File: src/rtl/acq_pkg.sv
// Shared types and default constants for the acquisition sequencer.
package acq_pkg;

    typedef enum logic [2:0] {
        IDLE  = 3'd0,
        ARM   = 3'd1,
        TRIG  = 3'd2,
        RUN   = 3'd3,
        DRAIN = 3'd4
    } acq_state_e;

    localparam int DEF_ADDR_W   = 12;
    localparam int DEF_FRAME_W  = 8;
    localparam int DEF_ARM_DLY  = 4;
    localparam int DEF_TRIG_LEN = 8;

    // FRC_IN cycles per generator step; TRIG must outlast one step to be seen.
    localparam int GEN_STEP = 6;

endpackage

File: src/rtl/acq_sequencer_if.sv
// Host/generator/memory signal bundle of the acquisition sequencer.
// Signal prefixes are from the sequencer's point of view.
interface acq_sequencer_if
    import acq_pkg::*;
#(
    parameter int ADDR_W  = DEF_ADDR_W,
    parameter int FRAME_W = DEF_FRAME_W
);
    logic               i_start;
    logic               i_abort;
    logic [FRAME_W-1:0] i_nFrames;
    logic               i_wrStb;
    logic               i_f5;
    logic               o_counterFGo;
    logic               o_trig;
    logic               o_memWe;
    logic [ADDR_W-1:0]  o_memAddr;
    logic [FRAME_W-1:0] o_frameCnt;
    logic               o_busy;
    logic               o_done;
    logic               o_ovf;

    modport master (
        output i_start, i_abort, i_nFrames, i_wrStb, i_f5,
        input  o_counterFGo, o_trig, o_memWe, o_memAddr, o_frameCnt, o_busy, o_done, o_ovf
    );

    modport slave (
        input  i_start, i_abort, i_nFrames, i_wrStb, i_f5,
        output o_counterFGo, o_trig, o_memWe, o_memAddr, o_frameCnt, o_busy, o_done, o_ovf
    );

endinterface

File: src/rtl/edge_det.sv
// Registered edge detector: rise/fall appear one cycle after the input is sampled.
module edge_det (
    input  logic i_clk,
    input  logic i_rst,
    input  logic i_sig,
    output logic o_rise,
    output logic o_fall
);

    logic r_prev;
    logic r_rise;
    logic r_fall;

    always_ff @(posedge i_clk) begin
        if (i_rst) begin
            r_prev <= 1'b0;
            r_rise <= 1'b0;
            r_fall <= 1'b0;
        end else begin
            r_prev <= i_sig;
            r_rise <= i_sig & ~r_prev;
            r_fall <= ~i_sig & r_prev;
        end
    end

    assign o_rise = r_rise;
    assign o_fall = r_fall;

endmodule

File: src/rtl/acq_sequencer.sv
// Acquisition sequencer: arms the sync generator, triggers it, counts F-cycles
// and turns generator write strobes into addressed single-cycle memory writes.
module acq_sequencer
    import acq_pkg::*;
#(
    parameter int ADDR_W   = DEF_ADDR_W,
    parameter int FRAME_W  = DEF_FRAME_W,
    parameter int ARM_DLY  = DEF_ARM_DLY,
    parameter int TRIG_LEN = DEF_TRIG_LEN
) (
    input  logic i_frcIn,
    input  logic i_resHard,
    acq_sequencer_if.slave bus
);

    // Out-of-range settings are clamped so the generator always sees a usable TRIG.
    localparam int ARM_CYC  = (ARM_DLY < 1) ? 1 : ((ARM_DLY > 15) ? 15 : ARM_DLY);
    localparam int TRIG_CYC = (TRIG_LEN > GEN_STEP) ? TRIG_LEN : GEN_STEP + 1;
    localparam int DLY_MAX  = (TRIG_CYC > ARM_CYC) ? TRIG_CYC : ARM_CYC;
    localparam int DLY_W    = $clog2(DLY_MAX) + 1;
    localparam logic [DLY_W-1:0] ARM_LAST  = DLY_W'(ARM_CYC - 1);
    localparam logic [DLY_W-1:0] TRIG_LAST = DLY_W'(TRIG_CYC - 1);

    acq_state_e         r_state;
    acq_state_e         w_nextState;
    logic [DLY_W-1:0]   r_dly;
    logic [FRAME_W-1:0] r_nFrames;
    logic [FRAME_W-1:0] r_frameCnt;
    logic [ADDR_W-1:0]  r_memAddr;
    logic               r_ovf;
    logic               r_done;

    logic w_startRise;
    logic w_wrRise;
    logic w_f5Fall;
    logic w_unusedStartFall;
    logic w_unusedWrFall;
    logic w_unusedF5Rise;

    logic w_accept;
    logic w_emptyStart;
    logic w_frameTick;
    logic w_lastFrame;
    logic w_memWe;
    logic w_drainDone;

    edge_det u_startEdge (.i_clk(i_frcIn), .i_rst(i_resHard), .i_sig(bus.i_start),
                          .o_rise(w_startRise), .o_fall(w_unusedStartFall));
    edge_det u_wrEdge    (.i_clk(i_frcIn), .i_rst(i_resHard), .i_sig(bus.i_wrStb),
                          .o_rise(w_wrRise), .o_fall(w_unusedWrFall));
    edge_det u_f5Edge    (.i_clk(i_frcIn), .i_rst(i_resHard), .i_sig(bus.i_f5),
                          .o_rise(w_unusedF5Rise), .o_fall(w_f5Fall));

    assign w_accept     = (r_state == IDLE) && w_startRise && (bus.i_nFrames != '0);
    assign w_emptyStart = (r_state == IDLE) && w_startRise && (bus.i_nFrames == '0);
    assign w_frameTick  = (r_state == RUN) && w_f5Fall && !bus.i_abort;
    assign w_lastFrame  = w_frameTick && ((r_frameCnt + FRAME_W'(1)) == r_nFrames);
    assign w_memWe      = ((r_state == TRIG) || (r_state == RUN) || (r_state == DRAIN)) && w_wrRise;
    // DRAIN exits on the raw strobe level so a late rise still reaches MEM_WE first.
    assign w_drainDone  = (r_state == DRAIN) && !bus.i_abort && !bus.i_wrStb;

    always_ff @(posedge i_frcIn) begin
        if (i_resHard) begin
            r_state <= IDLE;
        end else begin
            r_state <= w_nextState;
        end
    end

    always_comb begin
        w_nextState = r_state;
        if ((r_state != IDLE) && bus.i_abort) begin
            w_nextState = IDLE;
        end else begin
            case (r_state)
                IDLE:    if (w_accept)            w_nextState = ARM;
                ARM:     if (r_dly == ARM_LAST)   w_nextState = TRIG;
                TRIG:    if (r_dly == TRIG_LAST)  w_nextState = RUN;
                RUN:     if (w_lastFrame)         w_nextState = DRAIN;
                DRAIN:   if (!bus.i_wrStb)        w_nextState = IDLE;
                default:                          w_nextState = IDLE;
            endcase
        end
    end

    always_comb begin
        bus.o_busy       = (r_state != IDLE);
        bus.o_counterFGo = (r_state != IDLE);
        bus.o_trig       = (r_state == TRIG);
        bus.o_memWe      = w_memWe;
    end

    always_ff @(posedge i_frcIn) begin
        if (i_resHard) begin
            r_dly      <= '0;
            r_nFrames  <= '0;
            r_frameCnt <= '0;
            r_memAddr  <= '0;
            r_ovf      <= 1'b0;
            r_done     <= 1'b0;
        end else begin
            r_done <= w_emptyStart || w_drainDone;

            if (((r_state == ARM) || (r_state == TRIG)) && (w_nextState == r_state)) begin
                r_dly <= r_dly + DLY_W'(1);
            end else begin
                r_dly <= '0;
            end

            if (w_accept) begin
                r_nFrames  <= bus.i_nFrames;
                r_frameCnt <= '0;
                r_memAddr  <= '0;
                r_ovf      <= 1'b0;
            end else begin
                if (w_frameTick) begin
                    r_frameCnt <= r_frameCnt + FRAME_W'(1);
                end
                // Address advances after the write so MEM_WE uses the pre-increment value.
                if (w_memWe) begin
                    r_memAddr <= r_memAddr + ADDR_W'(1);
                    if (&r_memAddr) begin
                        r_ovf <= 1'b1;
                    end
                end
            end
        end
    end

    assign bus.o_memAddr  = r_memAddr;
    assign bus.o_frameCnt = r_frameCnt;
    assign bus.o_ovf      = r_ovf;
    assign bus.o_done     = r_done;

endmodule

File: src/flat_wrapper.sv
// flat-port wrapper written by rule: the top's interface ports become plain ports
module acq_sequencer_flat import acq_pkg::*;
#(
    parameter int ADDR_W   = DEF_ADDR_W,
    parameter int FRAME_W  = DEF_FRAME_W,
    parameter int ARM_DLY  = DEF_ARM_DLY,
    parameter int TRIG_LEN = DEF_TRIG_LEN
)
  (i_frcIn, i_resHard, bus_i_start, bus_i_abort, bus_i_nFrames, bus_i_wrStb, bus_i_f5, bus_o_counterFGo, bus_o_trig, bus_o_memWe, bus_o_memAddr, bus_o_frameCnt, bus_o_busy, bus_o_done, bus_o_ovf);
  acq_sequencer_if #(.ADDR_W(ADDR_W), .FRAME_W(FRAME_W)) bus_i ();
  input  logic i_frcIn;
  input  logic i_resHard;
  input wire logic [$bits(bus_i.i_start)-1:0] bus_i_start;
  input wire logic [$bits(bus_i.i_abort)-1:0] bus_i_abort;
  input wire logic [$bits(bus_i.i_nFrames)-1:0] bus_i_nFrames;
  input wire logic [$bits(bus_i.i_wrStb)-1:0] bus_i_wrStb;
  input wire logic [$bits(bus_i.i_f5)-1:0] bus_i_f5;
  output wire logic [$bits(bus_i.o_counterFGo)-1:0] bus_o_counterFGo;
  output wire logic [$bits(bus_i.o_trig)-1:0] bus_o_trig;
  output wire logic [$bits(bus_i.o_memWe)-1:0] bus_o_memWe;
  output wire logic [$bits(bus_i.o_memAddr)-1:0] bus_o_memAddr;
  output wire logic [$bits(bus_i.o_frameCnt)-1:0] bus_o_frameCnt;
  output wire logic [$bits(bus_i.o_busy)-1:0] bus_o_busy;
  output wire logic [$bits(bus_i.o_done)-1:0] bus_o_done;
  output wire logic [$bits(bus_i.o_ovf)-1:0] bus_o_ovf;
  assign bus_i.i_start = bus_i_start;
  assign bus_i.i_abort = bus_i_abort;
  assign bus_i.i_nFrames = bus_i_nFrames;
  assign bus_i.i_wrStb = bus_i_wrStb;
  assign bus_i.i_f5 = bus_i_f5;
  assign bus_o_counterFGo = bus_i.o_counterFGo;
  assign bus_o_trig = bus_i.o_trig;
  assign bus_o_memWe = bus_i.o_memWe;
  assign bus_o_memAddr = bus_i.o_memAddr;
  assign bus_o_frameCnt = bus_i.o_frameCnt;
  assign bus_o_busy = bus_i.o_busy;
  assign bus_o_done = bus_i.o_done;
  assign bus_o_ovf = bus_i.o_ovf;
  acq_sequencer #(.ADDR_W(ADDR_W), .FRAME_W(FRAME_W), .ARM_DLY(ARM_DLY), .TRIG_LEN(TRIG_LEN)) u_core (.i_frcIn(i_frcIn), .i_resHard(i_resHard), .bus(bus_i));
endmodule
File: config.mk
export PLATFORM = sky130hd
export DESIGN_NAME = acq_sequencer_flat
export DESIGN_NICKNAME = d
export VERILOG_FILES = /design/src/rtl/acq_pkg.sv /design/src/rtl/acq_sequencer_if.sv /design/src/rtl/edge_det.sv /design/src/rtl/acq_sequencer.sv /design/src/flat_wrapper.sv
export SDC_FILE = /design/constraint.sdc
export NUM_CORES = 1
export LEC_CHECK = 0
export BUFFER_PORTS_ARGS = -buffer_cell sky130_fd_sc_hd__buf_2
export CAP_MARGIN = 20
export CORE_ASPECT_RATIO = 1.1
export CORE_MARGIN = 5
export CORE_UTILIZATION = 59
export CTS_CLUSTER_SIZE = 20
export DETAILED_ROUTE_END_ITERATION = 16
export HOLD_SLACK_MARGIN = 0.05
export PLACE_DENSITY = 0.91
export SYNTH_ARGS = -nofsm -noshare
export SYNTH_HDL_FRONTEND = slang
export SYNTH_SLANG_ARGS = --single-unit
export TNS_END_PERCENT = 100
File: constraint.sdc
create_clock -name i_frcIn -period 4.61 [get_ports i_frcIn]
set_input_delay 0.461 -clock i_frcIn [delete_from_list [all_inputs] [get_ports i_frcIn]]
set_output_delay 0.461 -clock i_frcIn [all_outputs]
set_load 0.02 [all_outputs]
==> results of run 1 <==
[power by group]
group | total [W] | internal [W] | switching [W]
Sequential | 0.000383 | 0.000378 | 0.00000516
Clock | 0.000226 | 0.000112 | 0.000114
Combinational | 0.0000430 | 0.0000187 | 0.0000242
[cell usage in the layout (no fill, tap or decap), drive strengths merged, types with 2 or more instances in the layout]
master / n
inv: 6
nand4: 7
and2b: 3
mux2i: 11
a31oi: 3
a21oi: 6
nor3b: 5
nor2b: 8
o21ai: 4
clkbuf: 6
a211oi: 2
xor2: 14
nand2b: 3
o2111ai: 3
nor4: 4
nand3: 6
o22ai: 3
or2: 2
xnor2: 10
nor2: 37
and2: 3
ha: 3
nor3: 3
dfxtp: 43
or3: 4
nand2: 9
buf: 39
o21ba: 2
[kinds of logic after synthesis]
family                   after synthesis  share of synthesized area
AND/OR/NAND/NOR                      101                      0.269
multiplexers                          11                     0.0524
flip-flops                            43                      0.410
XOR/XNOR                              24                      0.100
buffers and inverters                 15                     0.0453
AO/OA/AOI/OAI                         29                      0.106
adder cells (fa/ha/maj)                3                     0.0179
[flip-flops by register name (all words and copies together) (netlist names)]
name                       cells
u_core.u_startEdge.o_rise      1
u_core.u_wrEdge.o_rise         1
u_core.r_state                 3
u_core.u_f5Edge.o_fall         1
u_core.u_wrEdge.r_prev         1
u_core.r_dly                   4
u_core.r_nFrames               8
u_core.bus.o_done              1
u_core.bus.o_ovf               1
u_core.bus.o_frameCnt          8
u_core.u_f5Edge.r_prev         1
u_core.u_startEdge.r_prev      1
u_core.bus.o_memAddr          12
[metal layers]
| metal | GRT usage | vias to the layer above |
|---|---|---|
| met5 | 0 | - |
| li1 | - | 861 |
| met4 | 0.0721 | 0 |
| met1 | 0.238 | 803 |
| met2 | 0.319 | 52 |
| met3 | 0.0385 | 7 |
[final cells by class]
cell class	count	area [um^2]
clock buffer	6	41.3
clock inverter	1	30.0
fill	285	1030
inverter	6	22.5
multi-input combinational	168	1140
sequential	43	861
tap	48	60.1
timing repair buffer	39	195
[worst max path at each step]
stage | startpoint | to | depth (start not counted)
floorplan | u_core.bus.o_frameCnt[0]$_SDFFE_PP0P_ | u_core.r_state[0]$_SDFF_PP0_ | 6
global placement | u_core.bus.o_frameCnt[0]$_SDFFE_PP0P_ | u_core.r_state[0]$_SDFF_PP0_ | 6
detailed placement | u_core.bus.o_frameCnt[0]$_SDFFE_PP0P_ | u_core.r_state[2]$_SDFF_PP0_ | 6
CTS | u_core.r_state[2]$_SDFF_PP0_ | bus_o_memWe | 3
global route | u_core.bus.o_frameCnt[0]$_SDFFE_PP0P_ | u_core.r_state[0]$_SDFF_PP0_ | 6
finish | u_core.r_state[2]$_SDFF_PP0_ | bus_o_memWe | 3
[metrics by stage]
| stage | total power [W] | area (um^2) |
|---|---|---|
| final | 0.000652 | 2350 |
| after global routing | 0.000678 | 2350 |
| after CTS | 0.000656 | 2350 |
| after detailed placement | 0.000434 | 2280 |
| after global placement | 0.000433 | 2280 |
| after floorplan | 0.000424 | 2100 |
==> impl_metrics.env, run 1 <==
export IMPL_grt_max_degree=22
export IMPL_slew_violations=0
export IMPL_cts_root_buf="clkbuf_4"
export IMPL_timing_fmax_mhz=455
export IMPL_yosysTopAreaCellShare=0.410
export IMPL_whs_endpoint="u_core.u_f5Edge.o_fall$_SDFF_PP0_"
export IMPL_grt_ovfl_total=0
export IMPL_ys_async_sr_fraction=0
export IMPL_grt_pass1_vias=1645
export IMPL_top_layer="met4"
export IMPL_dp_hpwl_um=3150
export IMPL_syn_inst=226
export IMPL_clk_latency_ns=0.35
export IMPL_num_nets_final=280
export IMPL_die_h_um=72.6
export IMPL_setup_tns_final_ns=0
export IMPL_fin_cells=311
export IMPL_cp_required_ns=4.15
export IMPL_finalSetupViolCount=0
export IMPL_powerDensity_mw_per_mm2=277
export IMPL_power_leakage_nw=0.944
export IMPL_clk_path_buf_depth=2
export IMPL_critPathBufInv=1
export IMPL_finalHoldViolations=0
export IMPL_period_needed_ns=2.20
export IMPL_hp_class="in2reg"
export IMPL_dp_cells=304
export IMPL_vias=1723
export IMPL_drt_iter0_drc=63
export IMPL_synth_edff_count=0
export IMPL_final_util=0.695
export IMPL_place_congestion=0.833
export IMPL_synth_area_top_cells="dfxtp_1, xor2_1, nor2_1, mux2i_1, xnor2_1"
export IMPL_min_delay_start="bus_i_f5"
export IMPL_tightest_slew_ns=0.596
export IMPL_setup_slack_ns=2.41
export IMPL_cts_resized=0
export IMPL_wl_um=4240
export IMPL_netlist_area_mm2=0.00210
export IMPL_max_slew_margin_rel=0.599
export IMPL_synth_nets=243
export IMPL_coreArea_mm2=0.00339
export IMPL_hold_slack_ns=0.259
export IMPL_clkSlewWorstSetupHoldPaths_ns=0.12
export IMPL_crit_path_end_kind="output pin"
export IMPL_yosys_cell_types_count=51
export IMPL_synth_ff_type="dfxtp_1"
export IMPL_ios=40
export IMPL_wl_met2_um=2060
export IMPL_reg2regPathDepth=6
export IMPL_outcome="finished, final reports clean"
export IMPL_num_rows=22
export IMPL_cts_tree="done"
export IMPL_r2r_end="u_core.r_state[2]$_SDFF_PP0_"
export IMPL_cp_start_kind="flop"
export IMPL_seq_area_frac_synth=0.410
export IMPL_yosys_top_cells_count="dfxtp_1, nor2_1, xor2_1"
export IMPL_syn_to_final_growth_pct=12.1
export IMPL_grt_usage=0.190
export IMPL_maxCapViolations=0
export IMPL_slowest_stage="dfxtp_1"
export IMPL_final_antenna_net_count=0
export IMPL_fin_crit_sh=0.476
export IMPL_yosysMostFrequentCell="dfxtp_1"
export IMPL_num_antenna_cells=0
export IMPL_yosysWarnings=0
export IMPL_dpl_worst_slack_ns=2.51
export IMPL_via_per_inst=5.54
export IMPL_drtPass1Iterations=4
export IMPL_wl_met3_um=221
export IMPL_fin_skew_ns=0.0125
export IMPL_synth_area_per_cell_um2=9.30
export IMPL_met1Wirelength_um=1890
export IMPL_cp_top_family="flip-flops"
export IMPL_peakVddDrop_uv=187
export IMPL_start_util=0.620
export IMPL_post_cts_setup_buffer_count=0
export IMPL_hold_depth=2
export IMPL_r2r_start="u_core.bus.o_frameCnt[0]$_SDFFE_PP0P_"
export IMPL_grt_pass1_wl_um=7170
export IMPL_regToRegSetupSlack_ns=2.47
export IMPL_layout_drive_gt1_share=0.240
export IMPL_h_tree_depth=2
export IMPL_cts_hold_buf=0
export IMPL_route_detailed_drc=0
export IMPL_clock_sinks=43
export IMPL_fp_dieW_um=66.9
export IMPL_crit_fanout=8
export IMPL_worst_setup_path_type="reg2out"
export IMPL_grt_setup_unrepaired="false"
export IMPL_synth_seq_cells=43
export IMPL_slowest_delay_ns=0.49
export IMPL_cp_data_arrival_time_ns=1.73
export IMPL_numCtsBuffers=5
export IMPL_antenna_found_initial=0
export IMPL_avgRoutedWirePerCell_um=13.6
export IMPL_cp_cell_sequence="nor3b_1 -> o21a_1 -> buf_2"
export IMPL_portBuffers=39
export IMPL_die_area_mm2=0.00486
export IMPL_yosysTopAreaCell="dfxtp_1"
No activity file was read; power rests on OpenSTA's default activity.
==> run 2, diff against run 1 <==
- CORE_UTILIZATION: 59 -> 54
- PLACE_DENSITY: 0.91 -> 0.85
- clock period: 4.61 -> 2.25 ns (I/O delays scaled with it)
==> run 2 against run 1 <==
Final area increased by 1.8%. Final cell count increased by 1.6%. Die area increased by 7.9%. Largest cell class unchanged. Highest routed layer unchanged.
==> impl_metrics.env, run 2 (synthesis results as in run 1) <==
export IMPL_outcome="finished, final reports clean"
export IMPL_maxCapViolations=0
export IMPL_final_antenna_net_count=0
export IMPL_numCtsBuffers=5
export IMPL_place_congestion=0.803
export IMPL_switching_share=0.230
export IMPL_h_tree_depth=2
export IMPL_cts_root_buf="clkbuf_8"
export IMPL_crit_fanout=7
export IMPL_peakVddDrop_uv=344
export IMPL_fin_skew_ns=0.0112
export IMPL_antenna_found_initial=0
export IMPL_p_int_w=0.00105
export IMPL_via_per_inst=5.45
export IMPL_num_antenna_cells=0
export IMPL_netSwitchingPower_w=0.000315
export IMPL_wl_um=4320
export IMPL_die_area_mm2=0.00524
export IMPL_timing_fmax_mhz=472
export IMPL_num_nets_final=283
export IMPL_crit_path_end_kind="flop"
export IMPL_max_slew_margin_rel=0.584
export IMPL_cp_required_ns=2.50
export IMPL_drt_iter0_drc=108
export IMPL_grt_ovfl_total=0
export IMPL_cts_hold_buf=0
export IMPL_num_rows=23
export IMPL_grt_pass1_vias=1678
export IMPL_cp_data_arrival_time_ns=2.37
export IMPL_p_seq_frac=0.573
export IMPL_hp_class="in2reg"
export IMPL_tightest_slew_ns=0.619
export IMPL_finalHoldViolations=0
export IMPL_clk_path_buf_depth=2
export IMPL_final_cell_mix="dfxtp_1, buf_2, nor2_1"
export IMPL_fp_dieW_um=69.5
export IMPL_drtPass1Iterations=4
export IMPL_syn_to_final_growth_pct=14.1
export IMPL_avgRoutedWirePerCell_um=13.7
export IMPL_cts_tree="done"
export IMPL_layout_drive_gt1_share=0.252
export IMPL_grt_max_degree=22
export IMPL_grt_setup_unrepaired="false"
export IMPL_dp_hpwl_um=3130
export IMPL_start_util=0.566
export IMPL_power_leakage_nw=0.969
export IMPL_vias=1721
export IMPL_final_common_cell="dfxtp_1"
export IMPL_clock_power_share=0.361
export IMPL_clock_sinks=43
export IMPL_route_detailed_drc=0
export IMPL_clk_latency_ns=0.30
export IMPL_finalSetupViolCount=0
export IMPL_combPwrFrac=0.066
export IMPL_slew_violations=0
export IMPL_fin_cells=316
export IMPL_ios=40
export IMPL_grt_usage=0.182
export IMPL_grt_pass1_wl_um=7650
export IMPL_portBuffers=39
export IMPL_coreArea_mm2=0.00371
export IMPL_period_needed_ns=2.12
export IMPL_post_cts_setup_buffer_count=0
export IMPL_worst_setup_path_type="reg2reg"
export IMPL_clkSlewWorstSetupHoldPaths_ns=0.08
export IMPL_setup_tns_final_ns=0
export IMPL_largest_reg_flops=12
export IMPL_fin_crit_sh=0.942
export IMPL_die_h_um=75.4
export IMPL_cts_resized=0
export IMPL_cp_start_kind="flop"
export IMPL_dp_cells=309
export IMPL_powerDensity_mw_per_mm2=571
-- run 2: final timing paths --
path / to / depth (start not counted) / slack (ns) / start
hold reg to reg: u_core.u_startEdge.o_rise$_SDFF_PP0_ / 1 / 0.37 / u_core.u_startEdge.r_prev$_SDFF_PP0_
setup reg to reg: u_core.r_state[2]$_SDFF_PP0_ / 6 / 0.13 / u_core.bus.o_frameCnt[1]$_SDFFE_PP0P_
hold / removal: u_core.u_f5Edge.o_fall$_SDFF_PP0_ / 2 / 0.09 / bus_i_f5
setup / recovery: u_core.r_state[2]$_SDFF_PP0_ / 6 / 0.13 / u_core.bus.o_frameCnt[1]$_SDFFE_PP0P_
-- run 2: power by group through the flow --
stage | Clock, W | Combinational, W | Sequential [W]
5_1_grt | 0.000546 | 0.0000988 | 0.000786
3_5_place_dp | 0 | 0.0000893 | 0.000801
6_report | 0.000495 | 0.0000902 | 0.000784
3_3_place_gp | 0 | 0.0000881 | 0.000801
2_1_floorplan | 0 | 0.0000720 | 0.000797
4_1_cts | 0.000511 | 0.0000903 | 0.000783
-- run 2: area by class of cell --
cell class                 instances  area (um^2)
fill                             327         1320
multi-input combinational        168         1140
inverter                           6         22.5
sequential                        43          861
clock inverter                     1         5.00
timing repair buffer              42          218
tap                               50         62.6
clock buffer                       6         82.6
-- run 2: per-layer routing --
metal	share of wire	global-route usage
met1	0.45	0.219
met2	0.48	0.306
met5	0	0
met4	0.014	0.104
met3	0.058	0.0435
-- run 2: worst max-delay path: stages, from the launching register on --
cell,delay (ns)
dfxtp_1,0.44
ha_1,0.30
xor2_1,0.18
nor4b_1,0.32
nand4_1,0.17
a2111oi_2,0.47
o21ba_1,0.19
-- run 2: metrics by stage --
| stage | hold slack [ns] | util | worst slack, ns | total power, W | cell area (um^2) |
|---|---|---|---|---|---|
| floorplan | 0.297 | - | 0.188 | 0.000869 | 2100 |
| global placement | 0.372 | 0.622 | 0.286 | 0.000889 | 2310 |
| detailed placement | 0.376 | 0.622 | 0.185 | 0.000891 | 2310 |
| CTS | 0.0820 | 0.645 | 0.160 | 0.00138 | 2400 |
| global route | 0.0971 | 0.645 | 0.00529 | 0.00143 | 2400 |
| finish | 0.0911 | 0.645 | 0.131 | 0.00137 | 2400 |
==> run 3, diff against run 2 <==
==> constraint.sdc (replaced) <==
create_clock -name i_frcIn -period 2.25 [get_ports i_frcIn]
set_input_delay 0.5625 -clock i_frcIn [delete_from_list [all_inputs] [get_ports i_frcIn]]
set_output_delay 0.5625 -clock i_frcIn [all_outputs]
set_load 0.02 [all_outputs]
==> run 3 against run 2 <==
Flip-flop and latch count unchanged. Core utilization increased by 1.2 points. Final area increased by 1.8%. Global-route usage decreased by 1.4 points. Clock skew decreased by 0.0056 ns. Count of clock-buffer cells in the layout increased by 2. Non-clock buffer count increased by 1. Critical endpoint is now bus_o_memWe. Worst hold slack improved by 0.29 ns. Largest power group unchanged. Wire length decreased by 0.93%.
==> impl_metrics.env, run 3 (synthesis results as in run 1) <==
export IMPL_post_cts_setup_buffer_count=0
export IMPL_fin_crit_sh=0.931
export IMPL_regToRegSetupSlack_ns=0.23
export IMPL_numCtsBuffers=5
export IMPL_die_h_um=75.4
export IMPL_grt_setup_unrepaired="false"
export IMPL_peakVddDrop_uv=392
export IMPL_top_layer="met4"
export IMPL_num_rows=23
export IMPL_fin_skew_ns=0.00555
export IMPL_coreArea_mm2=0.00371
export IMPL_crit_path_end_kind="output pin"
export IMPL_setup_tns_final_ns=0
export IMPL_power_leakage_nw=0.984
export IMPL_cts_hold_buf=0
export IMPL_p_seq_frac=0.561
export IMPL_route_detailed_drc=0
export IMPL_layout_drive_gt1_share=0.261
export IMPL_final_util=0.657
export IMPL_dp_hpwl_um=3140
export IMPL_cp_start_kind="flop"
export IMPL_netSwitchingPower_w=0.000305
export IMPL_tightest_slew_ns=0.604
export IMPL_vias=1689
export IMPL_p_int_w=0.00109
export IMPL_crit_fanout=8
export IMPL_fp_dieW_um=69.5
export IMPL_drtPass1Iterations=4
export IMPL_h_tree_depth=2
export IMPL_clk_latency_ns=0.29
export IMPL_drt_iter0_drc=68
export IMPL_whs_endpoint="u_core.u_wrEdge.o_rise$_SDFF_PP0_"
export IMPL_wl_met3_um=205
export IMPL_r2r_start="u_core.bus.o_frameCnt[1]$_SDFFE_PP0P_"
export IMPL_finalSetupViolCount=0
export IMPL_slew_violations=0
export IMPL_ios=40
export IMPL_grt_pass1_vias=1532
export IMPL_cp_data_arrival_time_ns=1.53
export IMPL_syn_to_final_growth_pct=16.1
export IMPL_largest_reg_flops=12
export IMPL_final_cell_mix="dfxtp_1, buf_2, nor2_1"
export IMPL_via_per_inst=5.31
export IMPL_cts_tree="done"
export IMPL_worst_setup_path_type="reg2out"
export IMPL_fill_cells=311
export IMPL_met1Wirelength_um=1990
export IMPL_period_needed_ns=2.09
export IMPL_final_antenna_net_count=0
export IMPL_cp_required_ns=1.69
export IMPL_combPwrFrac=0.065
export IMPL_clkSlewWorstSetupHoldPaths_ns=0.08
export IMPL_wl_um=4280
export IMPL_powerDensity_mw_per_mm2=573
export IMPL_r2r_end="u_core.r_state[0]$_SDFF_PP0_"
export IMPL_avgRoutedWirePerCell_um=13.5
export IMPL_portBuffers=39
export IMPL_num_antenna_cells=0
export IMPL_finalHoldViolations=0
export IMPL_cts_resized=0
export IMPL_start_util=0.566
export IMPL_antenna_found_initial=0
export IMPL_max_slew_margin_rel=0.595
export IMPL_num_nets_final=284
export IMPL_grt_usage=0.168
export IMPL_outcome="finished, final reports clean"
export IMPL_place_congestion=0.795
export IMPL_wl_met2_um=2020
export IMPL_die_area_mm2=0.00524
export IMPL_clk_path_buf_depth=2
export IMPL_power_total_w=0.00140
export IMPL_grt_pass1_wl_um=7070
export IMPL_reg2regPathDepth=6
export IMPL_min_delay_start="u_core.u_wrEdge.r_prev$_SDFF_PP0_"
export IMPL_clock_power_share=0.374
export IMPL_clock_sinks=43
export IMPL_timing_fmax_mhz=478
export IMPL_hold_depth=1
export IMPL_cts_root_buf="clkbuf_8"
export IMPL_maxCapViolations=0
export IMPL_hp_class="reg2reg"
export IMPL_final_common_cell="dfxtp_1"
export IMPL_dpl_worst_slack_ns=0.133
export IMPL_grt_ovfl_total=0
export IMPL_switching_share=0.218
export IMPL_grt_max_degree=22
export IMPL_setup_slack_ns=0.156
[run 3: worst max-delay path by stage]
stage,startpoint,endpoint,slack (ns)
6_report,u_core.r_state[2]$_SDFF_PP0_,bus_o_memWe,0.16
5_1_grt,u_core.r_state[1]$_SDFF_PP0_,bus_o_memWe,0.001
4_1_cts,u_core.r_state[2]$_SDFF_PP0_,bus_o_memWe,0.07
3_5_place_dp,u_core.bus.o_frameCnt[1]$_SDFFE_PP0P_,u_core.r_state[0]$_SDFF_PP0_,0.13
3_3_place_gp,u_core.bus.o_frameCnt[1]$_SDFFE_PP0P_,u_core.r_state[0]$_SDFF_PP0_,0.29
2_1_floorplan,u_core.bus.o_frameCnt[0]$_SDFFE_PP0P_,u_core.r_state[0]$_SDFF_PP0_,0.19
[run 3: stage by stage]
step / std cells / area (um^2) / hold WS [ns]
floorplan: 226 / 2100 / 0.367
global placement: 310 / 2320 / 0.372
detailed placement: 310 / 2320 / 0.380
CTS: 318 / 2420 / 0.388
global route: 318 / 2440 / 0.408
finish: 318 / 2440 / 0.385
[run 3: power by group through the flow]
stage          logic [W]  registers (W)  clock network (W)
2_1_floorplan  0.0000720       0.000797                  0
3_3_place_gp   0.0000880       0.000801                  0
3_5_place_dp   0.0000900       0.000802                  0
4_1_cts        0.0000905       0.000784           0.000540
5_1_grt         0.000101       0.000786           0.000563
6_report       0.0000905       0.000785           0.000523
[run 3: cell type report]
class | count | area (um^2) | area share
well taps | 50 | 62.6 | 0.0256
flip-flops and latches | 43 | 861 | 0.353
inverters | 6 | 22.5 | 0.00923
clock buffers | 8 | 100 | 0.0410
multi-input cells | 168 | 1170 | 0.479
repair buffers | 43 | 225 | 0.0923
[run 3: metal layers]
layer  vias to the layer above  GRT usage
met4                         0     0.0651
met3                         8     0.0409
met2                        37      0.302
met5                         -          0
li1                        868          -
met1                       776      0.198
[run 3: worst max-delay path, cell delays in order, from the launching register on]
cell and delay [ns]:
dfxtp_1 0.47, nor3b_2 0.31, o21a_1 0.26, buf_2 0.20
